### src/rtl/pc_vec_unit.sv
// pc_vec_unit: program counter with prioritised vectored interrupts and a nesting return-address stack.
module pc_vec_unit #(
    parameter int               WIDTH      = 32,
    parameter logic [WIDTH-1:0] RESET_VEC  = '0,
    parameter logic [WIDTH-1:0] VEC_BASE   = WIDTH'(32'h0000_00CC),
    parameter int               VEC_STRIDE = 4,
    parameter int               N_INT      = 4,
    parameter int               EPC_DEPTH  = 4
) (
    input  logic             clk,
    input  logic             rst_n,
    input  logic             i_pc_write,
    input  logic [WIDTH-1:0] i_npc,
    input  logic [WIDTH-1:0] i_epc_in,
    input  logic [N_INT-1:0] i_irq,
    input  logic             i_int_en,
    input  logic             i_eret,
    input  logic             i_eretn,
    output logic [WIDTH-1:0] o_pc,
    output logic             o_int_ack,
    output logic [2:0]       o_int_id,
    output logic [3:0]       o_depth,
    output logic             o_in_service,
    output logic             o_eret_err
);
    localparam int AW = (EPC_DEPTH > 1) ? $clog2(EPC_DEPTH) : 1;
    logic [WIDTH-1:0] r_epc [0:(1<<AW)-1];
    logic [2:0]       r_lvl [0:(1<<AW)-1];
    logic [WIDTH-1:0] r_pc;
    logic             r_ack, r_err;
    logic [2:0]       r_id;
    logic [3:0]       r_depth;
    logic [AW-1:0]    w_push, w_top, w_below;
    logic [3:0]       w_cur_lvl;
    logic             w_hit, w_take, w_ret, w_empty;
    logic [2:0]       w_sel;
    assign w_push    = r_depth[AW-1:0];
    assign w_top     = w_push - AW'(1);
    assign w_below   = w_push - AW'(2);
    assign w_empty   = r_depth == 4'd0;
    assign w_cur_lvl = w_empty ? 4'(N_INT) : {1'b0, r_lvl[w_top]};
    // Scan downwards so the lowest-numbered eligible line wins.
    always_comb begin
        w_hit = 1'b0;
        w_sel = 3'd0;
        for (int k = N_INT - 1; k >= 0; k--) begin
            if (i_irq[k] && 4'(k) < w_cur_lvl) begin
                w_hit = 1'b1;
                w_sel = 3'(k);
            end
        end
    end
    assign w_take = i_int_en && w_hit && r_depth < 4'(EPC_DEPTH);
    assign w_ret  = !w_take && (i_eret || i_eretn);
    always_ff @(posedge clk or negedge rst_n) begin
        if (!rst_n) begin
            r_pc    <= RESET_VEC;
            r_depth <= 4'd0;
            r_ack   <= 1'b0;
            r_err   <= 1'b0;
            r_id    <= 3'd0;
            for (int k = 0; k < (1 << AW); k++) begin
                r_epc[k] <= '0;
                r_lvl[k] <= 3'd0;
            end
        end else begin
            r_ack <= w_take;
            r_err <= w_ret && w_empty;
            if (w_take) begin
                r_epc[w_push] <= i_epc_in;
                r_lvl[w_push] <= w_sel;
                r_depth       <= r_depth + 4'd1;
                r_pc          <= VEC_BASE + WIDTH'(w_sel) * WIDTH'(VEC_STRIDE);
                r_id          <= w_sel;
            end else if (w_ret) begin
                if (!w_empty) begin
                    r_depth <= r_depth - 4'd1;
                    r_pc    <= r_epc[w_top] + (i_eretn ? WIDTH'(4) : '0);
                    r_id    <= (r_depth > 4'd1) ? r_lvl[w_below] : 3'd0;
                end
            end else if (i_pc_write) begin
                r_pc <= i_npc;
            end
        end
    end
    assign o_pc         = r_pc;
    assign o_int_ack    = r_ack;
    assign o_int_id     = r_id;
    assign o_depth      = r_depth;
    assign o_in_service = !w_empty;
    assign o_eret_err   = r_err;
endmodule
### config.mk
export PLATFORM = sky130hd
export DESIGN_NAME = pc_vec_unit
export DESIGN_NICKNAME = d
export VERILOG_FILES = /design/src/rtl/pc_vec_unit.sv
export SDC_FILE = /design/constraint.sdc
export NUM_CORES = 1
export LEC_CHECK = 0
export ABC_CLOCK_PERIOD_IN_PS = 9100
export CAP_MARGIN = 30
export CORE_ASPECT_RATIO = 1.4
export CORE_MARGIN = 1
export CORE_UTILIZATION = 50
export DETAILED_ROUTE_END_ITERATION = 6
export PLACE_DENSITY = 0.81
export SYNTH_ARGS = -nofsm -noshare
export SYNTH_HDL_FRONTEND = slang
export SYNTH_SLANG_ARGS = --single-unit
### constraint.sdc
create_clock -name clk -period 9.1 [get_ports clk]
set_clock_uncertainty 0.2 [all_clocks]
set_input_delay 2.73 -clock clk [delete_from_list [all_inputs] [get_ports clk]]
set_output_delay 2.73 -clock clk [all_outputs]
set_load 0.005 [all_outputs]
==> results.txt <==
- Worst setup margin: about 3.8 ns
* Fin Setup TNS: 0 ns
- Routability Congestion: between 0.8 and 0.9
- Startpoint Class: input port
- Bufs on Longest Clock Path: 2
* Final number of hold-violating endpoints: 0
- Setup CP Type: input port to register
- The region available for standard cell placement spans 17540 sq um.
- Entering global routing, the biggest net connects 93 pins.
* Number of primary I/O pins: roughly 120
- Root buffer cell: sky130_fd_sc_hd__clkbuf_16
* Final routed wirelength across all metal layers: between 20000 and 25000 microns
- Detailed placement HPWL: 14200 microns
* Net count of the finished layout: 863
- The analysis attributes to cell leakage a power of 4.942 nW.
- Synthesis produced a little under 700 cells.
- Sequential fraction of the synthesis area: 0.4855
- Via Count: around 6100
- Combined area of the multi-input logic cells: approximately 4400 sq um
- Remaining number of nets flagged by the antenna check after routing: 0
- IO Port Bufs: ~110
* Initial antenna violation count: 0
* Starting density of the core: 0.5171
- Total track usage: 0.2400
- Mapped Avg Cell Area: 13.26 sq um
- H-tree lvl count: 4
- Synth unique cells: 55
- TritonCTS built the clock tree.
- After synthesis, the share of flip-flops with an asynchronous set or reset is 1.000.
- Count of flip-flops with a built-in enable after synthesis: 0
* Hold Path Class: register to register
- Prior to clock tree synthesis, the placed netlist has a worst setup slack of approximately 3.4 ns.
- Synthesis produced a netlist with a net count of 765.
- For this block, the initial DRC count from the detailed router was slightly below 600.
- From synthesis to final layout, the design area changed by 19.58%.
* Setup violation total in the final timing report: 0
- The critical path goes through clkdlybuf4s50_1, and2_1, nand3_1, inv_2, nor3_1, or3_1.
- Source-to-sink clock delay at the later pin of the worst-skew pair: 0.43 ns
* Predominant post-synthesis flop cell: sky130_fd_sc_hd__dfrtp_1
* Sinks on the clock net: between 150 and 200
- Clock buffer count from CTS: 17
* Max-capacitance violation count: 0
- Vias in the first global route: 6477
- The flow ran to the end, and the final reports show no timing, DRC or antenna violations.
* Crit path time final: 5.294 ns
- The synthesized design contains roughly 180 register bits.
- Worst setup EP type: register
* Worst-margin pin slew: about 0.86 ns
- Fraction of layout instances using a drive strength above 1: 0.2516
- Row generation in the floorplan step produced 57 rows.
* Crit-path max cell delay: about 0.67 ns
- Final period util: 0.5817
- Using the TritonRoute via totals, the vias-per-cell ratio works out to a little under 6.
* Floorplan die width: between 100 and 150 microns
* CP Data Required Time: between 9 and 10 ns
* FILL cells: approximately 1300
* Number of gates resized after cts: 0
* CP Data Arrival Time: 5.41 ns
* Count of buffers added by post-CTS timing repair for setup: 0
- Power spread over the standard cell area amounts to 318.1 nW/um^2.
- Seq. cell area: 4405 sq um
* Yosys synthesis warning count: 0
- Setup repair after global routing left no endpoint under its margin.
- Worst-case headroom to the max-slew limit: 0.4244
- Summed over all layers, the global routing overflow is 0.
* Peak Freq: approximately 190 MHz
- Initial DRT Pass Iterations: 5
* Clock transition time at the flip-flop clock pins of the worst setup and hold paths: ~0.07 ns
- The die covers roughly 19000 sq um.
- Die boundary height: between 150 and 200 microns
- Worst IR Drop VDD: 163.1 uV
- Routed wirelength normalized by instance count: roughly 20 microns
* Wire length of the first global-routing pass: ~34000 microns
* Slowest stage cell, crit path: sky130_fd_sc_hd__inv_2
- The mapped netlist covers roughly 9100 sq um.
- Diodes inserted: 0
- Post-CTS Hold Fix Bufs: 0
- Of all nets on the critical path, the largest fanout is 41.
- The number of pins exceeding their max-slew limit in the final report was 0.
- Remaining routing DRC violations: 0
[area by class of cell]
class	count	area share
flip-flops and latches	176	0.4061
multi-input cells	460	0.4025
repair buffers	122	0.1127
clock buffers	21	0.04244
well taps	236	0.02722
clock inverters	11	0.007381
inverters	5	0.001730
[through the flow]
stage	hold slack [ns]	total power [mW]	util	instance area, sq um	std cells
2_1_floorplan	0.2706	2.293	-	9072	684
3_3_place_gp	0.2790	2.711	0.5860	10280	998
6_report	0.2982	3.451	0.6184	10850	1031
3_5_place_dp	0.2859	2.763	0.5876	10310	999
5_1_grt	0.3162	3.638	0.6184	10850	1031
4_1_cts	0.3013	3.449	0.6184	10850	1031
[layer usage]
metal | share of wire | global-route usage | wire, microns
met2 | 0.50 | 0.3961 | 10660
met1 | 0.42 | 0.3088 | 8855
met4 | 0.021 | 0.09033 | 438
met5 | 0 | 0 | 0
met3 | 0.057 | 0.05141 | 1208
[sequential cells by signal, indices dropped and copies added, names as in the netlist]
register and cells:
o_pc 32, r_epc 128, o_int_ack 1, o_depth 4, o_eret_err 1, r_lvl 8, o_int_id 2
[critical path: cells and delay by family]
family	cells	cell delay (ns)
simple gates	4	1.50
buf+inv	2	1.16
[kinds of logic after synthesis]
group,share of synthesized area
multiplexers,0.2877
flip-flops,0.4854
other,0.0004133
AND/OR/NAND/NOR,0.09778
XOR/XNOR,0.02027
AO/OA/AOI/OAI,0.06551
buffers and inverters,0.03324
adder cells (fa/ha/maj),0.009653
[cell usage after synthesis (all sizes together) (13+ instances only)]
cell type / n / area [sq um]
dfrtp: 176 / 4404
mux2: 130 / 1685
nand2: 42 / 157.7
nor2: 41 / 153.9
mux4: 37 / 904.6
a21oi: 35 / 175.2
buf: 29 / 230.2
nand3: 20 / 125.1
and3: 14 / 87.58
clkbuf: 14 / 52.55
o21ai: 14 / 77.58
nand4: 13 / 102.6
[layout by cell type (no fill, tap or decap), types with 3 or more instances in the layout]
cell type                           n
sky130_fd_sc_hd__o311ai_0           3
sky130_fd_sc_hd__nand2_1           42
sky130_fd_sc_hd__xnor2_1            9
sky130_fd_sc_hd__nor2_1            41
sky130_fd_sc_hd__o211ai_1           5
sky130_fd_sc_hd__dfrtp_1          175
sky130_fd_sc_hd__clkinvlp_4         4
sky130_fd_sc_hd__xor2_1            12
sky130_fd_sc_hd__o22ai_1            7
sky130_fd_sc_hd__nand4_1           11
sky130_fd_sc_hd__inv_1              3
sky130_fd_sc_hd__clkinv_2           3
sky130_fd_sc_hd__o21ai_0           12
sky130_fd_sc_hd__ha_1               7
sky130_fd_sc_hd__o31a_1             3
sky130_fd_sc_hd__mux4_1            19
sky130_fd_sc_hd__a221oi_1           4
sky130_fd_sc_hd__clkbuf_16         17
sky130_fd_sc_hd__or3_1              5
sky130_fd_sc_hd__a21oi_1           35
sky130_fd_sc_hd__and2_1             7
sky130_fd_sc_hd__mux2_4            59
sky130_fd_sc_hd__clkdlybuf4s50_1  113
sky130_fd_sc_hd__inv_6              3
sky130_fd_sc_hd__nand3_1           18
sky130_fd_sc_hd__a211oi_1           3
sky130_fd_sc_hd__a211o_1            6
sky130_fd_sc_hd__a31oi_1            9
sky130_fd_sc_hd__nor3_1             6
sky130_fd_sc_hd__buf_4              7
sky130_fd_sc_hd__and4_1             6
sky130_fd_sc_hd__mux4_2            18
sky130_fd_sc_hd__mux2_2            71
sky130_fd_sc_hd__nor4_1             4
sky130_fd_sc_hd__and3_1            14
[where the power goes]
| part | total, mW | switching, mW | internal (mW) |
|---|---|---|---|
| Sequential | 1.26 | 0.177 | 1.08 |
| Combinational | 1.51 | 0.707 | 0.805 |
| Clock | 0.678 | 0.313 | 0.365 |
[path summary, 6_finish.rpt]
| kind | startpoint | to | slack (ns) | depth (start not counted) |
|---|---|---|---|---|
| max | i_int_en | o_pc[28]$_DFFE_PN0P_ | 3.81 | 6 |
| min | r_epc[71]$_DFFE_PN0P_ | r_epc[71]$_DFFE_PN0P_ | 0.30 | 1 |
| max reg2reg | o_depth[1]$_DFFE_PN0P_ | o_pc[28]$_DFFE_PN0P_ | 4.84 | 9 |
| min reg2reg | r_epc[71]$_DFFE_PN0P_ | r_epc[71]$_DFFE_PN0P_ | 0.30 | 1 |
| max in group asynchronous | rst_n | o_depth[0]$_DFFE_PN0P_ | 5.34 | 3 |
| min in group asynchronous | rst_n | r_epc[76]$_DFFE_PN0P_ | 2.17 | 1 |
Note: power is estimated with default switching activity, not from simulation.
